===== config.mk =====
export PLATFORM = sky130hd
export DESIGN_NAME = addsub_int_serial
export DESIGN_NICKNAME = d
export VERILOG_FILES = /design/src/rtl/addsub_int_serial.sv
export SDC_FILE = /design/constraint.sdc
export NUM_CORES = 1
export LEC_CHECK = 0
export CELL_PAD_IN_SITES_DETAIL_PLACEMENT = 1
export CELL_PAD_IN_SITES_GLOBAL_PLACEMENT = 2
export CORE_MARGIN = 3
export CORE_UTILIZATION = 34
export CTS_BUF_LIST = sky130_fd_sc_hd__clkbuf_4
export CTS_CLUSTER_SIZE = 20
export DETAILED_ROUTE_END_ITERATION = 16
export GPL_TIMING_DRIVEN = 0
export PLACE_DENSITY_LB_ADDON = 0.1
export SLEW_MARGIN = 15
export SYNTH_ARGS = -nofsm -noshare
export SYNTH_HDL_FRONTEND = slang
export SYNTH_SLANG_ARGS = --single-unit

===== constraint.sdc =====
create_clock -name clk -period 5.17 [get_ports clk]
set_clock_uncertainty 0.05 [all_clocks]
set_input_delay 0.7755 -clock clk [delete_from_list [all_inputs] [get_ports clk]]
set_output_delay 0.7755 -clock clk [all_outputs]
set_load 0.005 [all_outputs]

===== src/rtl/addsub_int_serial.sv =====
// Digit-serial integer add/subtract with wrap/saturating results, carry/borrow and overflow flags.
// One DIGIT-bit ripple slice is reused for N = WIDTH/DIGIT cycles, and valid/ready handshakes sit on both sides.
module addsub_int_serial #(
  parameter int WIDTH = 16,
  parameter int DIGIT = 4
) (
  input  logic             clk,
  input  logic             rst,
  input  logic             in_valid,
  output logic             in_ready,
  input  logic [WIDTH-1:0] A,
  input  logic [WIDTH-1:0] B,
  input  logic             op_sub,
  input  logic [1:0]       sat_mode,
  output logic             out_valid,
  input  logic             out_ready,
  output logic [WIDTH-1:0] Result,
  output logic             flag_c,
  output logic             flag_v
);

  localparam int N  = WIDTH / DIGIT;
  localparam int KW = (N > 1) ? $clog2(N) : 1;
  localparam logic [KW-1:0] K_LAST = KW'(N - 1);

  if (WIDTH < 2 || DIGIT < 1 || DIGIT > WIDTH || (WIDTH % DIGIT) != 0) begin : g_bad_params
    $error("addsub_int_serial: WIDTH must be >= 2 and divisible by DIGIT, with 1 <= DIGIT <= WIDTH");
  end

  typedef enum logic [1:0] {
    IDLE,
    RUN,
    DONE
  } state_e;

  state_e           state_q, state_d;
  logic [WIDTH-1:0] a_q, a_d;
  logic [WIDTH-1:0] b_q, b_d;
  logic [WIDTH-1:0] acc_q, acc_d;
  logic [WIDTH-1:0] result_q, result_d;
  logic [KW-1:0]    k_q, k_d;
  logic [1:0]       sat_q, sat_d;
  logic             sub_q, sub_d;
  logic             carry_q, carry_d;
  logic             in_ready_q, in_ready_d;
  logic             out_valid_q, out_valid_d;
  logic             flag_c_q, flag_c_d;
  logic             flag_v_q, flag_v_d;

  logic [DIGIT-1:0] a_dig, b_dig;
  logic [DIGIT:0]   dsum;
  logic [WIDTH-1:0] raw;
  logic             c_out;
  logic             ovf;

  always_comb begin
    state_d     = state_q;
    a_d         = a_q;
    b_d         = b_q;
    acc_d       = acc_q;
    result_d    = result_q;
    k_d         = k_q;
    sat_d       = sat_q;
    sub_d       = sub_q;
    carry_d     = carry_q;
    in_ready_d  = in_ready_q;
    out_valid_d = out_valid_q;
    flag_c_d    = flag_c_q;
    flag_v_d    = flag_v_q;

    a_dig = a_q[k_q*DIGIT +: DIGIT];
    b_dig = b_q[k_q*DIGIT +: DIGIT];
    dsum  = {1'b0, a_dig} + {1'b0, b_dig} + {{DIGIT{1'b0}}, carry_q};
    c_out = dsum[DIGIT];
    // raw is the accumulator with the current digit already merged, so the
    // final cycle can derive flags and saturation without an extra stage.
    raw = acc_q;
    raw[k_q*DIGIT +: DIGIT] = dsum[DIGIT-1:0];
    ovf = (a_q[WIDTH-1] == b_q[WIDTH-1]) && (raw[WIDTH-1] != a_q[WIDTH-1]);

    case (state_q)
      IDLE: begin
        if (in_valid && in_ready_q) begin
          a_d        = A;
          b_d        = op_sub ? ~B : B;
          sub_d      = op_sub;
          sat_d      = sat_mode;
          carry_d    = op_sub;
          k_d        = '0;
          acc_d      = '0;
          in_ready_d = 1'b0;
          state_d    = RUN;
        end
      end
      RUN: begin
        acc_d   = raw;
        carry_d = c_out;
        if (k_q == K_LAST) begin
          state_d     = DONE;
          out_valid_d = 1'b1;
          flag_c_d    = sub_q ? ~c_out : c_out;
          flag_v_d    = ovf;
          result_d    = raw;
          case (sat_q)
            2'b01: begin
              if (!sub_q && c_out) begin
                result_d = '1;
              end else if (sub_q && !c_out) begin
                result_d = '0;
              end
            end
            2'b10: begin
              if (ovf) begin
                result_d = a_q[WIDTH-1] ? {1'b1, {(WIDTH-1){1'b0}}}
                                        : {1'b0, {(WIDTH-1){1'b1}}};
              end
            end
            default: ;
          endcase
        end else begin
          k_d = k_q + KW'(1);
        end
      end
      DONE: begin
        if (out_ready) begin
          state_d     = IDLE;
          out_valid_d = 1'b0;
          in_ready_d  = 1'b1;
        end
      end
      default: begin
        state_d     = IDLE;
        out_valid_d = 1'b0;
        in_ready_d  = 1'b1;
      end
    endcase
  end

  always_ff @(posedge clk) begin
    if (rst) begin
      state_q     <= IDLE;
      a_q         <= '0;
      b_q         <= '0;
      acc_q       <= '0;
      result_q    <= '0;
      k_q         <= '0;
      sat_q       <= '0;
      sub_q       <= 1'b0;
      carry_q     <= 1'b0;
      in_ready_q  <= 1'b1;
      out_valid_q <= 1'b0;
      flag_c_q    <= 1'b0;
      flag_v_q    <= 1'b0;
    end else begin
      state_q     <= state_d;
      a_q         <= a_d;
      b_q         <= b_d;
      acc_q       <= acc_d;
      result_q    <= result_d;
      k_q         <= k_d;
      sat_q       <= sat_d;
      sub_q       <= sub_d;
      carry_q     <= carry_d;
      in_ready_q  <= in_ready_d;
      out_valid_q <= out_valid_d;
      flag_c_q    <= flag_c_d;
      flag_v_q    <= flag_v_d;
    end
  end

  assign in_ready  = in_ready_q;
  assign out_valid = out_valid_q;
  assign Result    = result_q;
  assign flag_c    = flag_c_q;
  assign flag_v    = flag_v_q;

endmodule

# [Yosys cells after proc, flatten, opt, wreduce, memory -nomap -nowiden]
# Index checks and enable logic that the tools add are counted.
[totals] register_bits=76 wordCells=76
[classes] n_addsub=4 n_eq_ne=11 shifts=4 muxes=25 bitwise=4 reduce_logical=15
[op_table] operator="2-to-1 mux 16 bit" n=6
[op_table] operator="one-hot mux 16 bit (2 select lines)" n=2
[op_table] operator="negation 4 -> 34 bit" n=1
[op_table] operator="variable shift 4 x 34 -> 16 bit, first input constant" n=1
[op_table] operator="variable part select 4 x 34 -> 16 bit" n=1
[op_table] operator="variable part select 16 x 5 -> 4 bit" n=2
[op_table] operator="bitwise mux 16 bit" n=1
[op_table] operator="inverter 16 bit" n=1
[op_table] operator="AND reduction 3 bit" n=4
[op_table] operator="2-to-1 mux 2 bit" n=5
[op_table] operator="inequality test 2 bit, second input constant" n=4
[op_table] operator="equality test 2 bit, second input constant" n=3
[op_table] operator="2-to-1 mux 1 bit" n=6
[op_table] operator="one-hot mux 1 bit (3 select lines)" n=2
[op_table] operator="one-hot mux 2 bit (3 select lines)" n=1
[op_table] operator="AND reduction 2 bit" n=3
[op_table] operator="adder 4 x 4 -> 5 bit" n=1
[op_table] operator="adder 5 x 1 -> 5 bit" n=1
[op_table] operator="equality test 2 x 1 -> 1 bit, second input constant" n=2
[op_table] operator="logical AND 1 bit" n=4
[op_table] operator="one-hot mux 2 bit (2 select lines)" n=1
[op_table] operator="inverter 1 bit" n=3
[op_table] operator="adder 2 x 1 -> 2 bit, second input constant" n=1
[op_table] operator="logical NOT 1 bit" n=2
[op_table] operator="other kinds (5)" n=5

# [Longest topological paths before layout]
# Gate-level depths: netlist of run 1.
[logic_depth] word_depth=9 mapped_depth=14

# [Worst setup path before layout of run 1]
# OpenSTA, ideal clock, no wires.
[synth_path] path_kind="register to register" from="register k_q[1]" to="register result_q[2], in the netlist Result[2]" arrival_time_ns=3.645 setup_slack_ns=1.353 stages_incl_launch_ff=14 n_path_buf=1 path_cell_list="dfxtp_1 clkbuf_1 mux4_2 fa_1 fa_1 a21o_1 a21oi_1 inv_1 ha_1 inv_2 a21boi_0 nor2_1 o21ai_0 a221o_1"
[synth_between] elab_chain_len=9 elab_cells_between_ends=19 classes_between="3 x add/sub; 2 x eq/ne; 4 x shift; 5 x mux; 5 x reduce/logical"
[synth_lines] element="start: declaration" line_no="41" rtl="logic [KW-1:0] k_q, k_d;"
[synth_lines] element="start signal: assignment" line_no="160" rtl="k_q <= k_d;"
[synth_lines] element="variable part select 16 x 5 -> 4 bit, on equally long branches" line_no="71, 72"
[synth_lines] element="adder 4 x 4 -> 5 bit" line_no="73" rtl="dsum = {1'b0, a_dig} + {1'b0, b_dig} + {{DIGIT{1'b0}}, carry_q};"
[synth_lines] element="adder 5 x 1 -> 5 bit" line_no="73"
[synth_lines] element="variable part select 4 x 34 -> 16 bit" line_no="78" rtl="raw[k_q*DIGIT +: DIGIT] = dsum[DIGIT-1:0];"
[synth_lines] element="bitwise mux 16 bit" line_no="78"
[synth_lines] element="inequality test 1 bit" line_no="79" rtl="ovf = (a_q[WIDTH-1] == b_q[WIDTH-1]) && (raw[WIDTH-1] != a_q[WIDTH-1]);"
[synth_lines] element="logical AND 1 bit" line_no="79"
[synth_lines] element="2-to-1 mux 16 bit" line_no="113" rtl="if (ovf) begin"
[synth_lines] element="one-hot mux 16 bit (2 select lines)" line_no="104" rtl="case (sat_q)"
[synth_lines] element="end signal: assignment" line_no="159" rtl="result_q <= result_d;"
[synth_lines] element="end: declaration" line_no="40" rtl="logic [WIDTH-1:0] result_q, result_d;"
# Several ways; a longest one is shown, not always the timed one.
# A chain may end at the register's enable or synchronous reset.

# [Worst setup path in the final report of run 1]
[layout_path] from="register k_q[1]" to="register result_q[13], in the netlist Result[13]"
# Same word-level chain as after synthesis.

==> metrics.txt, run 1 <==
Layout Nets=599; Unique masters post-synth=between 50 and 60; routed length per placed instance=17.8 um; average cell area after synthesis=8.57 um^2; setup_tns=0 ns; antenna-violating nets left=0; vias per inst=~5.3; max-slew violations=0; Hold Fails Final Rpt=0; R2R depth=14; Total GRT Usage=approximately 20%; Rows=39; initial antenna violation count=0; DRC=0; core area=0.0116 mm^2; Pre-antenna DRT Iters=4; relative slew slack=52.4%; Async SR Flop Fraction=0%; Crit path arrival time=just under 5 ns; pwr dens=approximately 250 mW/mm^2; share of layout cells above drive strength 1=under 10%; unrepaired setup endpoints after global routing=false; endpoints failing setup=0; Post-CTS Setup Inserts=0; DIE AREA=0.0134 mm^2; H-Tree Depth=3; mux cell area share after synthesis=slightly above 5%; worst-margin pin slew=roughly 0.71 ns; I/O pin cnt=59; Cells after Synth=478; clk_lat worst skew=approximately 0.45 ns; Worst Setup End Kind=flop; most frequent cells in the layout=dfxtp_1, nand2_1, clkdlybuf4s50_1; most common cell after layout, fill and taps aside=dfxtp_1; number of global-route vias before repair=between 3000 and 4000; Synth Area in Simple Gates=around a fifth; HPWL after DPL=roughly 9 mm; fmax=about 220 MHz; final global-route overflow total=0; post-synthesis compound-gate area fraction=around a quarter; Primary FF master, synth=dfxtp_1; Tcrit/Tclk final=about nine tenths; Adder-Cell Fraction of Synth Area=4.95%; Routed WL=between 10 and 15 mm; final antenna diode count=0; Hold Buf Count CTS=0; crit path kind=flop to flop; Post-Syn Area=slightly above 0.004 mm^2; synth warn=0; Starting Density=35.3%; clock buffer depth=2; worst-path fanout max=10; Vias=3659; total CTS buffers=9; First DRT Iteration DRCs=122; cts repair resizes=0; hold path cells=2; register bit total from synthesis=76; Placer Congestion=a little over 0.8; worst vdd ir=about 0.11 mV; EDFF count, synth=0; sequential area share after synthesis=between 30% and 40%; Synth Area in XOR/XNOR=about 3.6%; fin crit period=about 4.6 ns; largest family of logic cells by synthesized area=compound AO/OA/AOI/OAI gates; critical path launch point type=flop; syn_nets=~530; Worst EP required=approximately 5.5 ns; TritonCTS Sinks=76; die width=116 um; largest net degree at the start of global routing=13; Pwr Total=~1300 uW; fillers=between 1000 and 1500; HP Class=flop to flop; synthesis-to-layout area growth=21.1%; Die Y=116 um; P_leak=about 0.0018 uW; first-pass GRT wire length=just over 20 mm; clock-pin slew on the worst setup and hold paths=around 0.13 ns; Root Buffer=clkbuf_4; CTS tree=done; status=finished, final reports clean; PortBufs=56; Max Cap Violations=0
-- area by class of cell --
type	instances	area (um^2)	area share, %
inverters	11	41.3	0.832
multi-input cells	359	2400	48.3
repair buffers	56	561	11.3
well taps	143	179	3.61
flip-flops and latches	76	1520	30.7
plain buffers	32	138	2.77
clock inverters	7	57.6	1.16
clock buffers	9	67.6	1.36
-- final timing paths --
path                            startpoint    endpoint  slack, ns
worst max-delay path                k_q[1]  Result[13]       0.53
worst min-delay path             Result[3]   Result[3]       0.40
worst max register to register      k_q[1]  Result[13]       0.53
worst min register to register   Result[3]   Result[3]       0.40
-- worst max-delay path, cell delays in order (launching register included) --
cell,delay (ns)
dfxtp_1,0.41
clkbuf_1,0.57
mux4_2,0.63
fa_1,0.44
fa_1,0.42
a21o_1,0.18
a21oi_1,0.21
inv_1,0.09
ha_1,0.24
inv_2,0.09
a21boi_0,0.14
nor2_1,0.52
a21oi_2,0.29
o211ai_1,0.17
a21oi_1,0.09
-- metrics by stage --
stage	util (%)	area, um^2	hold WS, ns	setup slack [ns]	std cells
after floorplan	-	4100	0.383	1.35	478
final	42.7	4960	0.402	0.525	693
after detailed placement	41.6	4840	0.389	0.517	677
after CTS	42.7	4960	0.407	0.494	693
after global routing	42.7	4960	0.424	0.137	693
after global placement	41.6	4840	0.382	0.549	677
-- state kept, by name (all words and copies together) (netlist names) --
register / flops
flag_v: 1
k_q: 2
acc_q: 16
in_ready: 1
a_q: 16
state_q: 2
out_valid: 1
Result: 16
flag_c: 1
b_q: 16
sub_q: 1
carry_q: 1
sat_q: 2
-- Yosys cell counts (all sizes together), types with 3 or more instances --
library cell | n | area, um^2
a22oi | 3 | 22.5
and2 | 4 | 25.0
nand2b | 5 | 31.3
dfxtp | 76 | 1520
nor2 | 59 | 245
or3 | 4 | 25.0
xnor2 | 16 | 140
nand2 | 67 | 251
a221o | 3 | 30.0
a31oi | 22 | 138
mux4 | 8 | 180
a211oi | 18 | 135
a21oi | 49 | 249
nand3 | 4 | 20.0
clkbuf | 24 | 90.1
inv | 11 | 41.3
o21ai | 20 | 100
nor3 | 5 | 30.0
o211ai | 5 | 56.3
a2bb2oi | 8 | 114
buf | 8 | 47.5
nor3b | 4 | 30.0
nor2b | 14 | 87.6
ha | 13 | 163
-- cells by family (layout without fill, tap and decap cells) --
group / after synthesis / in the layout
AND/OR/NAND/NOR: 174 / 174
AO/OA/AOI/OAI: 142 / 142
flip-flops: 76 / 76
buffers and inverters: 43 / 115
XOR/XNOR: 17 / 17
adder cells (fa/ha/maj): 15 / 15
multiplexers: 11 / 11
-- per-layer routing --
layer	GRT usage, %	vias to the layer above	share of wire [%]
li1	-	1825	-
met1	25.0	1771	46
met2	34.7	50	49
met3	3.19	13	2.8
met4	7.12	0	1.5
met5	0	-	0
-- report_power, final --
group | leakage [uW] | switching, uW | total [uW] | internal, uW
clock | 0.0000659 | 228 | 368 | 140
combinational | 0.00108 | 153 | 263 | 111
sequential | 0.000619 | 16.1 | 628 | 612
total | 0.00176 | 397 | 1260 | 862
No activity file was read; power rests on OpenSTA's default activity.
==> run 2: changes to the inputs <==
--- a/config.mk
+++ b/config.mk
@@ -5,9 +5,9 @@
 export SDC_FILE = /design/constraint.sdc
 export NUM_CORES = 1
 export LEC_CHECK = 0
+export CAP_MARGIN = 40
 export CELL_PAD_IN_SITES_DETAIL_PLACEMENT = 1
 export CELL_PAD_IN_SITES_GLOBAL_PLACEMENT = 2
-export CORE_MARGIN = 3
 export CORE_UTILIZATION = 34
 export CTS_BUF_LIST = sky130_fd_sc_hd__clkbuf_4
 export CTS_CLUSTER_SIZE = 20
==> metrics.txt, run 2 (synthesis results as in run 1) <==
HPWL after DPL=9.20 mm (+0.74%); clock-pin slew on the worst setup and hold paths=0.13 ns (about the same); Starting Density=35.4% (+0.15 points); share of layout cells above drive strength 1=10.0% (+0.73 points); CP max-delay cell=mux4_2; initial antenna violation count=0 (unchanged); antenna-violating nets left=0 (unchanged); routed length per placed instance=17.5 um (-1.4%); max-slew violations=0 (unchanged); relative slew slack=51.4% (-0.99 points); Crit path arrival time=5.06 ns (+0.12 ns); fillers=1445 (+1.8%); DIE AREA=0.0125 mm^2 (-6.8%); clk_lat worst skew=0.47 ns (+0.02 ns); I/O pin cnt=59 (unchanged); Tcrit/Tclk final=92.0% (+2.1 points); PortBufs=56 (unchanged); crit path kind=flop to flop; pwr dens=247 mW/mm^2 (-2.6%); DRC=1 (+1); H-Tree Depth=3 (unchanged); Hold Fails Final Rpt=0 (unchanged); area of the multi-input gates=0.00240 mm^2 (unchanged); final global-route overflow total=0 (unchanged); TritonCTS Sinks=76 (unchanged); final worst slack=0.416 ns (-0.110 ns); Die Y=112 um (-3.5%); Rows=39 (unchanged); worst vdd ir=0.109 mV (+0.42%); Vias=3682 (+0.63%); Worst Setup End Kind=flop; First DRT Iteration DRCs=114 (-6.6%); crit path cell chain=clkbuf_1, mux4_2, fa_1, fa_1, a21o_1, a21oi_1, inv_1, ha_1, inv_2, a21boi_0, nor2_1, nand2_1, a211oi_1, nor3_1; worst-path fanout max=10 (unchanged); Post-CTS Setup Inserts=0 (unchanged); die width=112 um (-3.5%); Min Hold Slack=0.397 ns (-0.00474 ns); pre-CTS worst setup slack=0.425 ns (-0.0920 ns); Placer Congestion=0.806 (-0.78%); synthesis-to-layout area growth=20.8%; first-pass GRT wire length=19.9 mm (-2.6%); Layout Nets=599 (unchanged); Hold Buf Count CTS=0 (unchanged); most used cell, CP=fa_1; Root Buffer=clkbuf_4; P_leak=0.00177 uW (+0.26%); setup_tns=0 ns (unchanged); Worst EP required=5.47 ns (about the same); total CTS buffers=9 (unchanged); final antenna diode count=0 (unchanged); fmax=210 MHz (-2.3%); status=finished with violations; failing checks=DRC; core area=0.0116 mm^2 (-0.42%); CTS tree=done; cts repair resizes=0 (unchanged); Max Cap Violations=0 (unchanged); worst-margin pin slew=0.729 ns (+0.0149 ns); most common cell after layout, fill and taps aside=dfxtp_1; largest net degree at the start of global routing=13 (unchanged); clock buffer depth=2 (unchanged); fin crit period=4.75 ns (+0.110 ns); Pre-antenna DRT Iters=10 (+6); max incr delay on CP=0.62 ns (about the same); Storage cell area=0.00152 mm^2 (unchanged); HP Class=flop to flop; endpoints failing setup=0 (unchanged); vias per inst=5.31 (+0.63%); post-layout util=42.8% (+0.061 points); unrepaired setup endpoints after global routing=false; number of global-route vias before repair=3863 (+0.16%); Routed WL=12.1 mm (-1.4%); most frequent cells in the layout=dfxtp_1, nand2_1, clkdlybuf4s50_1; critical path launch point type=flop; Total GRT Usage=20.8% (+0.82 points); Pwr Total=1220 uW (-2.9%)
## run 2: changes by cell type in the layout (fill, tap and decap cells not counted), sizes merged
cell / before / now
clkbuf: 33 / 35
bufinv: 1 / 0
clkinvlp: 1 / 0
## run 2: final timing paths
kind	startpoint	end	slack, ns	cells past startpoint
max	k_q[1]	Result[15]	0.42	14
min	Result[11]	Result[11]	0.40	2
max reg2reg	k_q[1]	Result[15]	0.42	14
min reg2reg	Result[11]	Result[11]	0.40	2
## run 2: through the flow
| step | cell area, um^2 | std cells |
|---|---|---|
| 5_1_grt | 4950 | 693 |
| 6_report | 4950 | 693 |
| 3_5_place_dp | 4840 | 677 |
| 4_1_cts | 4950 | 693 |
| 3_3_place_gp | 4840 | 677 |
| 2_1_floorplan | 4100 | 478 |
## run 2: cell type report
cell class | instances | share of cell area [%]
Timing Repair Buffer | 56 | 11.3
Clock buffer | 11 | 1.67
Buffer | 32 | 2.78
Tap cell | 143 | 3.62
Sequential cell | 76 | 30.8
Clock inverter | 5 | 0.582
Multi-Input combinational cell | 359 | 48.4
Inverter | 11 | 0.835
## run 2: report_power, final
part           internal, uW  switching [uW]
clock network           107             225
logic                   111             151
registers               612            17.0
## run 2: critical path: cells and delay by family (launching register included)
family / cells / cell delay [ns]
buffers and inverters: 3 / 0.76
multiplexers: 1 / 0.62
AO/OA/AOI/OAI: 4 / 0.94
AND/OR/NAND/NOR: 3 / 0.73
flip-flops: 1 / 0.42
adder cells (fa/ha/maj): 3 / 1.11
## run 2: layer usage
| metal | routed length [um] | GRT usage (%) | vias up | share of wire [%] |
|---|---|---|---|---|
| met4 | 274 | 9.28 | 0 | 2.3 |
| li1 | - | - | 1825 | - |
| met2 | 6280 | 37.6 | 50 | 52 |
| met5 | 0 | 0 | - | 0 |
| met3 | 235 | 2.78 | 20 | 1.9 |
| met1 | 5350 | 24.3 | 1787 | 44 |
